**config.mk**
```make
export PLATFORM = sky130hd
export DESIGN_NAME = uart_program_loader
export DESIGN_NICKNAME = d
export VERILOG_FILES = /design/src/rtl/uart_program_loader.sv
export SDC_FILE = /design/constraint.sdc
export NUM_CORES = 1
export LEC_CHECK = 0
export ABC_AREA = 1
export CAP_MARGIN = 10
export CORE_UTILIZATION = 35
export DETAILED_ROUTE_END_ITERATION = 10
export DONT_BUFFER_PORTS = 1
export GPL_TIMING_DRIVEN = 0
export SLEW_MARGIN = 20
export SYNTH_ARGS = -nofsm -noshare
export SYNTH_HDL_FRONTEND = slang
export SYNTH_SLANG_ARGS = --single-unit
export TNS_END_PERCENT = 5
```
**constraint.sdc**
```tcl
create_clock -name fpga_clk -period 6.75 [get_ports fpga_clk]
set_input_delay 1.35 -clock fpga_clk [delete_from_list [all_inputs] [get_ports fpga_clk]]
set_output_delay 1.35 -clock fpga_clk [all_outputs]
set_load 0.005 [all_outputs]
```
**src/rtl/uart_program_loader.sv**
```systemverilog
// UART program loader: deserialises rx bytes, packs them little-endian into 32-bit words and
// writes consecutive instruction-memory words. Define UART_PARITY_EN to expect an even-parity bit.
module uart_program_loader #(
    parameter int CLK_FREQ    = 100000000,
    parameter int BAUD        = 115200,
    parameter int ADDR_W      = 14,
    parameter int TIMEOUT_CYC = 2000000
) (
    input  logic              fpga_clk,
    input  logic              reset,
    input  logic              rx,
    input  logic              start,
    output logic              wr_en,
    output logic [ADDR_W-1:0] wr_addr,
    output logic [31:0]       wr_data,
    output logic              load_done,
    output logic [ADDR_W:0]   word_count,
    output logic [2:0]        err
);
    localparam int DIV   = CLK_FREQ / BAUD;
    localparam int CNT_W = $clog2(DIV + 1);
    localparam int TMO_W = $clog2(TIMEOUT_CYC + 1);
    localparam logic [CNT_W-1:0]  HALF_LAST = CNT_W'(DIV / 2 - 1);
    localparam logic [CNT_W-1:0]  BIT_LAST  = CNT_W'(DIV - 1);
    localparam logic [TMO_W-1:0]  TMO_LAST  = TMO_W'(TIMEOUT_CYC - 1);
    localparam logic [ADDR_W:0]   COUNT_MAX = {1'b1, {ADDR_W{1'b0}}};
    localparam logic [ADDR_W-1:0] PTR_MAX   = {ADDR_W{1'b1}};

    typedef enum logic [2:0] {
        S_IDLE   = 3'd0,
        S_START  = 3'd1,
        S_DATA   = 3'd2,
        S_PARITY = 3'd3,
        S_STOP   = 3'd4
    } rx_state_e;

    rx_state_e         state_q, state_d;
    logic              sync1_q, sync1_d, sync2_q, sync2_d, rx_d1_q, rx_d1_d;
    logic [CNT_W-1:0]  clk_cnt_q, clk_cnt_d;
    logic [2:0]        bit_cnt_q, bit_cnt_d;
    logic [7:0]        shift_q, shift_d;
    logic [1:0]        byte_idx_q, byte_idx_d;
    logic [23:0]       word_buf_q, word_buf_d;
    logic [ADDR_W-1:0] ptr_q, ptr_d;
    logic              wrapped_q, wrapped_d;
    logic              got_byte_q, got_byte_d;
    logic [TMO_W-1:0]  tmo_q, tmo_d;
    logic              wr_en_q, wr_en_d;
    logic [ADDR_W-1:0] wr_addr_q, wr_addr_d;
    logic [31:0]       wr_data_q, wr_data_d;
    logic              load_done_q, load_done_d;
    logic [ADDR_W:0]   word_count_q, word_count_d;
    logic [2:0]        err_q, err_d;
    logic              fall_s, byte_valid_s, frame_err_s, par_bad_s;

`ifdef UART_PARITY_EN
    logic par_err_q, par_err_d;

    function automatic logic even_parity(input logic [7:0] b);
        return ^b;
    endfunction

    assign par_bad_s = par_err_q;
`else
    assign par_bad_s = 1'b0;
`endif

    // Synchroniser, receive FSM and frame timing.
    always_comb begin
        sync1_d      = rx;
        sync2_d      = sync1_q;
        rx_d1_d      = sync2_q;
        fall_s       = rx_d1_q & ~sync2_q;
        state_d      = state_q;
        clk_cnt_d    = clk_cnt_q;
        bit_cnt_d    = bit_cnt_q;
        shift_d      = shift_q;
        byte_valid_s = 1'b0;
        frame_err_s  = 1'b0;
`ifdef UART_PARITY_EN
        par_err_d    = par_err_q;
`endif
        case (state_q)
            S_IDLE: begin
                if (fall_s && !load_done_q) begin
                    state_d   = S_START;
                    clk_cnt_d = '0;
                end else begin
                    state_d = S_IDLE;
                end
            end
            S_START: begin
                if (clk_cnt_q == HALF_LAST) begin
                    clk_cnt_d = '0;
                    bit_cnt_d = 3'd0;
                    state_d   = sync2_q ? S_IDLE : S_DATA;
                end else begin
                    clk_cnt_d = clk_cnt_q + CNT_W'(1);
                end
            end
            S_DATA: begin
                if (clk_cnt_q == BIT_LAST) begin
                    clk_cnt_d = '0;
                    shift_d   = {sync2_q, shift_q[7:1]};
                    bit_cnt_d = bit_cnt_q + 3'd1;
                    if (bit_cnt_q == 3'd7) begin
`ifdef UART_PARITY_EN
                        state_d = S_PARITY;
`else
                        state_d = S_STOP;
`endif
                    end else begin
                        state_d = S_DATA;
                    end
                end else begin
                    clk_cnt_d = clk_cnt_q + CNT_W'(1);
                end
            end
`ifdef UART_PARITY_EN
            S_PARITY: begin
                if (clk_cnt_q == BIT_LAST) begin
                    clk_cnt_d = '0;
                    par_err_d = (sync2_q != even_parity(shift_q));
                    state_d   = S_STOP;
                end else begin
                    clk_cnt_d = clk_cnt_q + CNT_W'(1);
                end
            end
`endif
            S_STOP: begin
                if (clk_cnt_q == BIT_LAST) begin
                    clk_cnt_d = '0;
                    state_d   = S_IDLE;
                    if (sync2_q && !par_bad_s) begin
                        byte_valid_s = 1'b1;
                    end else begin
                        frame_err_s = 1'b1;
                    end
                end else begin
                    clk_cnt_d = clk_cnt_q + CNT_W'(1);
                end
            end
            default: state_d = S_IDLE;
        endcase
        if (start) begin
            state_d = S_IDLE;
        end else begin
            state_d = state_d;
        end
    end

    // Word assembly, memory write, wrap/saturation and idle-timeout bookkeeping.
    always_comb begin
        byte_idx_d   = byte_idx_q;
        word_buf_d   = word_buf_q;
        ptr_d        = ptr_q;
        wrapped_d    = wrapped_q;
        got_byte_d   = got_byte_q;
        tmo_d        = tmo_q;
        wr_en_d      = 1'b0;
        wr_addr_d    = wr_addr_q;
        wr_data_d    = wr_data_q;
        load_done_d  = load_done_q;
        word_count_d = word_count_q;
        err_d        = err_q;
        if (start) begin
            byte_idx_d   = 2'd0;
            ptr_d        = '0;
            wrapped_d    = 1'b0;
            got_byte_d   = 1'b0;
            tmo_d        = '0;
            load_done_d  = 1'b0;
            word_count_d = '0;
            err_d        = 3'b000;
        end else if (load_done_q) begin
            load_done_d = 1'b1;
        end else begin
            if (frame_err_s) begin
                err_d[0] = 1'b1;
            end else begin
                err_d[0] = err_q[0];
            end
            if (byte_valid_s) begin
                got_byte_d = 1'b1;
                byte_idx_d = byte_idx_q + 2'd1;
                case (byte_idx_q)
                    2'd0: word_buf_d[7:0]   = shift_q;
                    2'd1: word_buf_d[15:8]  = shift_q;
                    2'd2: word_buf_d[23:16] = shift_q;
                    2'd3: begin
                        wr_en_d   = 1'b1;
                        wr_addr_d = ptr_q;
                        wr_data_d = {shift_q, word_buf_q};
                        ptr_d     = ptr_q + ADDR_W'(1);
                        // A write after the pointer has wrapped overwrites earlier words.
                        if (wrapped_q) begin
                            err_d[2] = 1'b1;
                        end else begin
                            err_d[2] = err_q[2];
                        end
                        if (ptr_q == PTR_MAX) begin
                            wrapped_d = 1'b1;
                        end else begin
                            wrapped_d = wrapped_q;
                        end
                        if (word_count_q != COUNT_MAX) begin
                            word_count_d = word_count_q + (ADDR_W+1)'(1);
                        end else begin
                            word_count_d = word_count_q;
                        end
                    end
                    default: word_buf_d = word_buf_q;
                endcase
            end else begin
                got_byte_d = got_byte_q;
            end
            if (fall_s) begin
                tmo_d = '0;
            end else if (got_byte_q) begin
                if (tmo_q == TMO_LAST) begin
                    tmo_d       = '0;
                    load_done_d = 1'b1;
                    if (byte_idx_q != 2'd0) begin
                        err_d[1]   = 1'b1;
                        byte_idx_d = 2'd0;
                    end else begin
                        err_d[1] = err_q[1];
                    end
                end else begin
                    tmo_d = tmo_q + TMO_W'(1);
                end
            end else begin
                tmo_d = tmo_q;
            end
        end
    end

    // State register; synchroniser stages reset to the idle-high line level.
    always_ff @(posedge fpga_clk or posedge reset) begin
        if (reset) begin
            sync1_q      <= 1'b1;
            sync2_q      <= 1'b1;
            rx_d1_q      <= 1'b1;
            state_q      <= S_IDLE;
            clk_cnt_q    <= '0;
            bit_cnt_q    <= 3'd0;
            shift_q      <= 8'h00;
            byte_idx_q   <= 2'd0;
            word_buf_q   <= 24'h000000;
            ptr_q        <= '0;
            wrapped_q    <= 1'b0;
            got_byte_q   <= 1'b0;
            tmo_q        <= '0;
            wr_en_q      <= 1'b0;
            wr_addr_q    <= '0;
            wr_data_q    <= 32'h00000000;
            load_done_q  <= 1'b0;
            word_count_q <= '0;
            err_q        <= 3'b000;
`ifdef UART_PARITY_EN
            par_err_q    <= 1'b0;
`endif
        end else begin
            sync1_q      <= sync1_d;
            sync2_q      <= sync2_d;
            rx_d1_q      <= rx_d1_d;
            state_q      <= state_d;
            clk_cnt_q    <= clk_cnt_d;
            bit_cnt_q    <= bit_cnt_d;
            shift_q      <= shift_d;
            byte_idx_q   <= byte_idx_d;
            word_buf_q   <= word_buf_d;
            ptr_q        <= ptr_d;
            wrapped_q    <= wrapped_d;
            got_byte_q   <= got_byte_d;
            tmo_q        <= tmo_d;
            wr_en_q      <= wr_en_d;
            wr_addr_q    <= wr_addr_d;
            wr_data_q    <= wr_data_d;
            load_done_q  <= load_done_d;
            word_count_q <= word_count_d;
            err_q        <= err_d;
`ifdef UART_PARITY_EN
            par_err_q    <= par_err_d;
`endif
        end
    end

    assign wr_en      = wr_en_q;
    assign wr_addr    = wr_addr_q;
    assign wr_data    = wr_data_q;
    assign load_done  = load_done_q;
    assign word_count = word_count_q;
    assign err        = err_q;

endmodule

```
* After elaboration in Yosys (flattened, before gate mapping)
Cells that the tools add are included.
Word-level totals: bits in registers 156, latch bits 0, memory bits (writable) 0, bits in read-only memories 0, input port bits 4, output and inout bits 66, logic and storage cells 156, memories 0
Operators by class: add/sub/neg operators 6, $mul 0, div/mod/pow operators 0, $lt $le $gt $ge 0, eq/ne operators 20, shifts and indexed selects 0, multiplexer cells 69, bitwise operators 4, reduce and logical (&&, ||, !) cells 34
Operator list (number):
- $mux 21 | 5
- $mux 15 | 5
- $mux 14 | 4
- $mux 1 | 32
- $mux 10 | 3
- $pmux 10 s3 | 1
- $reduce_and 4->1 | 7
- $mux 3 | 9
- $reduce_bool 2->1 | 11
- $add 21x1->21 const B | 1
- $eq 21x21->1 const B | 1
- $mux 2 | 8
- $add 15x1->15 const B | 1
- $ne 15x15->1 const B | 1
- $add 14x1->14 const B | 1
- $eq 14x14->1 const B | 1
- $pmux 3 s4 | 1
- $add 10x1->10 const B | 1
- $eq 10x10->1 const B | 1
- $eq 10x9->1 const B | 1
- $ne 2x2->1 const B | 5
- $reduce_and 2->1 | 5
- $ne 3x3->1 const B | 3
- $reduce_and 3->1 | 3
- other kinds (17) | 22

* Depth between registers and ports, before layout
word-level depth 10, mapped depth 11, depth with buffers taken out 10

* Least setup slack after synthesis
OpenSTA, ideal clock, no wires.
path type input port to flip-flop, start point input port start, end point register tmo_q[20], library setup time 120 ps, arrival time 2374 ps, path slack 4256 ps, stages on the path 9, path buffers 2, cell sequence buf_4 inv_1 nand2_2 nand2_1 buf_2 nor2_2 nand4_1 o21ai_0 nor2_1
Between the ends: longest elaborated chain between the ends 2
RTL lines:
- from (decl) | line 12 | input logic start,
- $ne 2x2->1 (no source line) / $reduce_bool 3->1 (equally long branches)
- $reduce_and 2->1 (no source line)
- to (signal assigned) | line 276 | tmo_q <= tmo_d;
- to (decl) | line 47 | logic [TMO_W-1:0] tmo_q, tmo_d;
Several ways; a longest one is shown, not always the timed one. A chain may end at the register's enable or synchronous reset.

* Worst setup path after layout
start point input port start, end point register tmo_q[11]
Same word-level chain as after synthesis.

==> run summary <==
GR met1 Demand/Resource: 21.5%
Cell area power density: 224 mW/mm^2
Crit Path Class: input pin to flop
Residual DRC count: 0
Tot GR Track Use: 16.7%
ANT cells: 0
Total gr overflow: 0
FF+latch count, synth: 156
TritonRoute pass-1 iters: 5
Routed via count: 6,407
Hold_sp: sync1_q
Run status: complete, no violations
Clock transition at the registers of the reported paths: 0.07 ns
Die Y: 154 microns
Gate Count Post-Synth: 1,025
Die Wd: 154 microns
FMAX: 414 MHz
Standard-cell rows: 55
Synth cell count leaders: 244 x nand2_1, 181 x inv_1, 153 x dfrtp_1
Core ar.: 0.0227 sq mm
Tmin final: 2.42 ns
Req. time, crit path: 7.09 ns
# fillers: 2,301
Synth cell types: 43
1st-iter DRT viols: 344
Post-synth ARST share: 100%
Met2 GRT Util: 27.3%
Final Hold Vio Count: 0
Crit. End Element: flop
Number of flops mapped to enable cells by yosys: 0
Worst Skew: 0.0111 ns
Fraction of met3 tracks used by global routing: 4.93%
Global-route wire length before repair: 31,700 microns
Layout cell share with drive strength beyond 1: 9.07%
Final setup fails: 0
Area grow syn2layout: 12.4%
CP arrival: 2.76 ns
Clock Path Buffers: 2
Vias in the first global route: 6,396
Post-synth top flop: dfrtp_1
Initial antenna violation count: 0
Final Util: 40.3%
Leak pwr: 4.31 nW
Final Cycle Share: 35.8%
Worst Path Max Fanout: 10
Post-synth top area cell: dfrtp_1
CTS tree: built
Num CTS Buffers: 17
Worst relative slew slack: 59.8%
Yosys warnings: 0
Gpl congestion: 0.864
Mapped Nets: 1,041
CTS Root Buffer Type: clkbuf_16
Post-Syn Area per Cell: 7.93 sq um
# H-tree levels: 4
# Post-CTS Setup Buffers: 0
Final nets: 1,061
Crit path from: start
Placed cells: 1,311
Synth top area cells: dfrtp_1 47%, nand2_1 11%, inv_1 8.4%, nand3_1 4.4%, nor2_1 4.2%
Final Non-Filler Cells: 1,343
Hold_buf cts: 0
RR Startpoint: clk_cnt_q[0]
Synthesized area: 0.00813 sq mm
I/O Buffers: 0
Top-area cell type share of the netlist area: 47.1%
Clock Latency Late Sink: 0.43 ns
Drt total wl: 18,500 microns
Startpoint type of the worst setup path: input pin
Max Cap Viol: 0
Die area: 0.0238 sq mm
Most Crowded Layer GR: met2
Largest net degree at the start of global routing: 86
Clock sinks: 156
Maximum vdd drop: 0.000117 V
Routed Antenna Nets: 0
Max-slew violation count: 0
RSZ-0062 raised after global routing: false
Final HPWL DP: 13,300 microns
Worst-margin pin slew: 0.603 ns
WL/cell: 13.8 microns
Starting Density: 35.8%
Vias per cell: 4.77
# resized after CTS: 0
Total I/O pin count: 70
Sequential-to-total area share from yosys stat: 48.1%
Hold Crit Class: flop to flop
Cell with the most instances after synthesis: nand2_1
==> registers in the layout, summed over array words and instances, names as in the netlist, 8 cells and up <==
register,count
wr_data,32
wr_addr,14
tmo_q,21
clk_cnt_q,10
word_buf_q,24
shift_q,8
ptr_q,14
word_count,15
==> placed cells by master, fill, tap and decap left out, types with 3 or more instances in the layout <==
master / synthesis / final
nand2_2: 4 / 4
inv_1: 181 / 180
nand4_1: 29 / 29
dfrtp_1: 153 / 153
inv_8: 0 / 7
nand3_4: 5 / 5
o21ai_2: 9 / 9
nor2_2: 5 / 5
o21ai_1: 46 / 46
clkinv_8: 0 / 3
o21bai_1: 4 / 4
dfstp_2: 3 / 3
nand2_1: 244 / 244
xor2_1: 17 / 17
buf_4: 3 / 3
clkbuf_16: 0 / 17
buf_6: 11 / 11
ha_1: 12 / 12
o211ai_1: 3 / 3
clkbuf_1: 4 / 4
nor3_1: 22 / 22
nor2_1: 91 / 91
a21oi_1: 16 / 16
nand3_1: 71 / 71
buf_2: 6 / 6
o21ai_0: 58 / 58
==> area by class of cell <==
type / count / area [sq um] / share of cell area [%]
Clock inverter: 15 / 195 / 2.13
Clock buffer: 17 / 425 / 4.65
Sequential cell: 156 / 3910 / 42.7
Inverter: 185 / 708 / 7.75
Multi-Input combinational cell: 658 / 3290 / 36.0
Tap cell: 285 / 357 / 3.90
Timing Repair Buffer: 1 / 27.5 / 0.301
Buffer: 26 / 231 / 2.53
==> per-layer routing <==
metal,wire [microns],up-vias
met1,8650,2980
met2,8680,124
met3,1010,12
met5,0,-
met4,133,0
li1,-,3291
==> worst max-delay path, stage by stage <==
cell     delay, ns
buf_4         0.17
inv_1         0.09
buf_4         0.19
nand2_1       0.09
nand2_1       0.06
nand2_1       0.17
nand2_1       0.32
o21ai_0       0.14
a21oi_1       0.16
==> final timing paths <==
path / end / depth (start not counted) / slack [ns]
max: tmo_q[11] / 9 / 4.33
min: rx_d1_d / 0 / 0.36
max reg2reg: wr_addr[0] / 8 / 4.77
min reg2reg: rx_d1_d / 0 / 0.36
max in group asynchronous: tmo_q[13] / 2 / 5.15
min in group asynchronous: wr_data[12] / 1 / 0.86
==> where the power goes <==
part | switching (W) | total (W) | internal (W)
Combinational | 0.0000728 | 0.0000999 | 0.0000271
Sequential | 0.00000942 | 0.000954 | 0.000945
Clock | 0.000457 | 0.000996 | 0.000539
==> stage by stage <==
step	setup TNS [ns]	hold slack [ns]	area (sq um)	worst slack (ns)	total power, W
2_1_floorplan	0	0.345	8130	1.20	0.00104
4_1_cts	0	0.358	9140	4.34	0.00208
3_3_place_gp	-110.94	0.347	8490	-0.738	0.00107
3_5_place_dp	0	0.347	8520	3.89	0.00107
5_1_grt	0	0.363	9140	4.20	0.00213
6_report	0	0.357	9140	4.33	0.00205
==> kinds of logic after synthesis <==
group,share of synthesized area [%]
AO/OA/AOI/OAI,9.65
XOR/XNOR,2.05
adder cells (fa/ha/maj),1.85
buffers and inverters,11.5
flip-flops,48.1
AND/OR/NAND/NOR,26.9
Note: power is estimated with default switching activity, not from simulation.
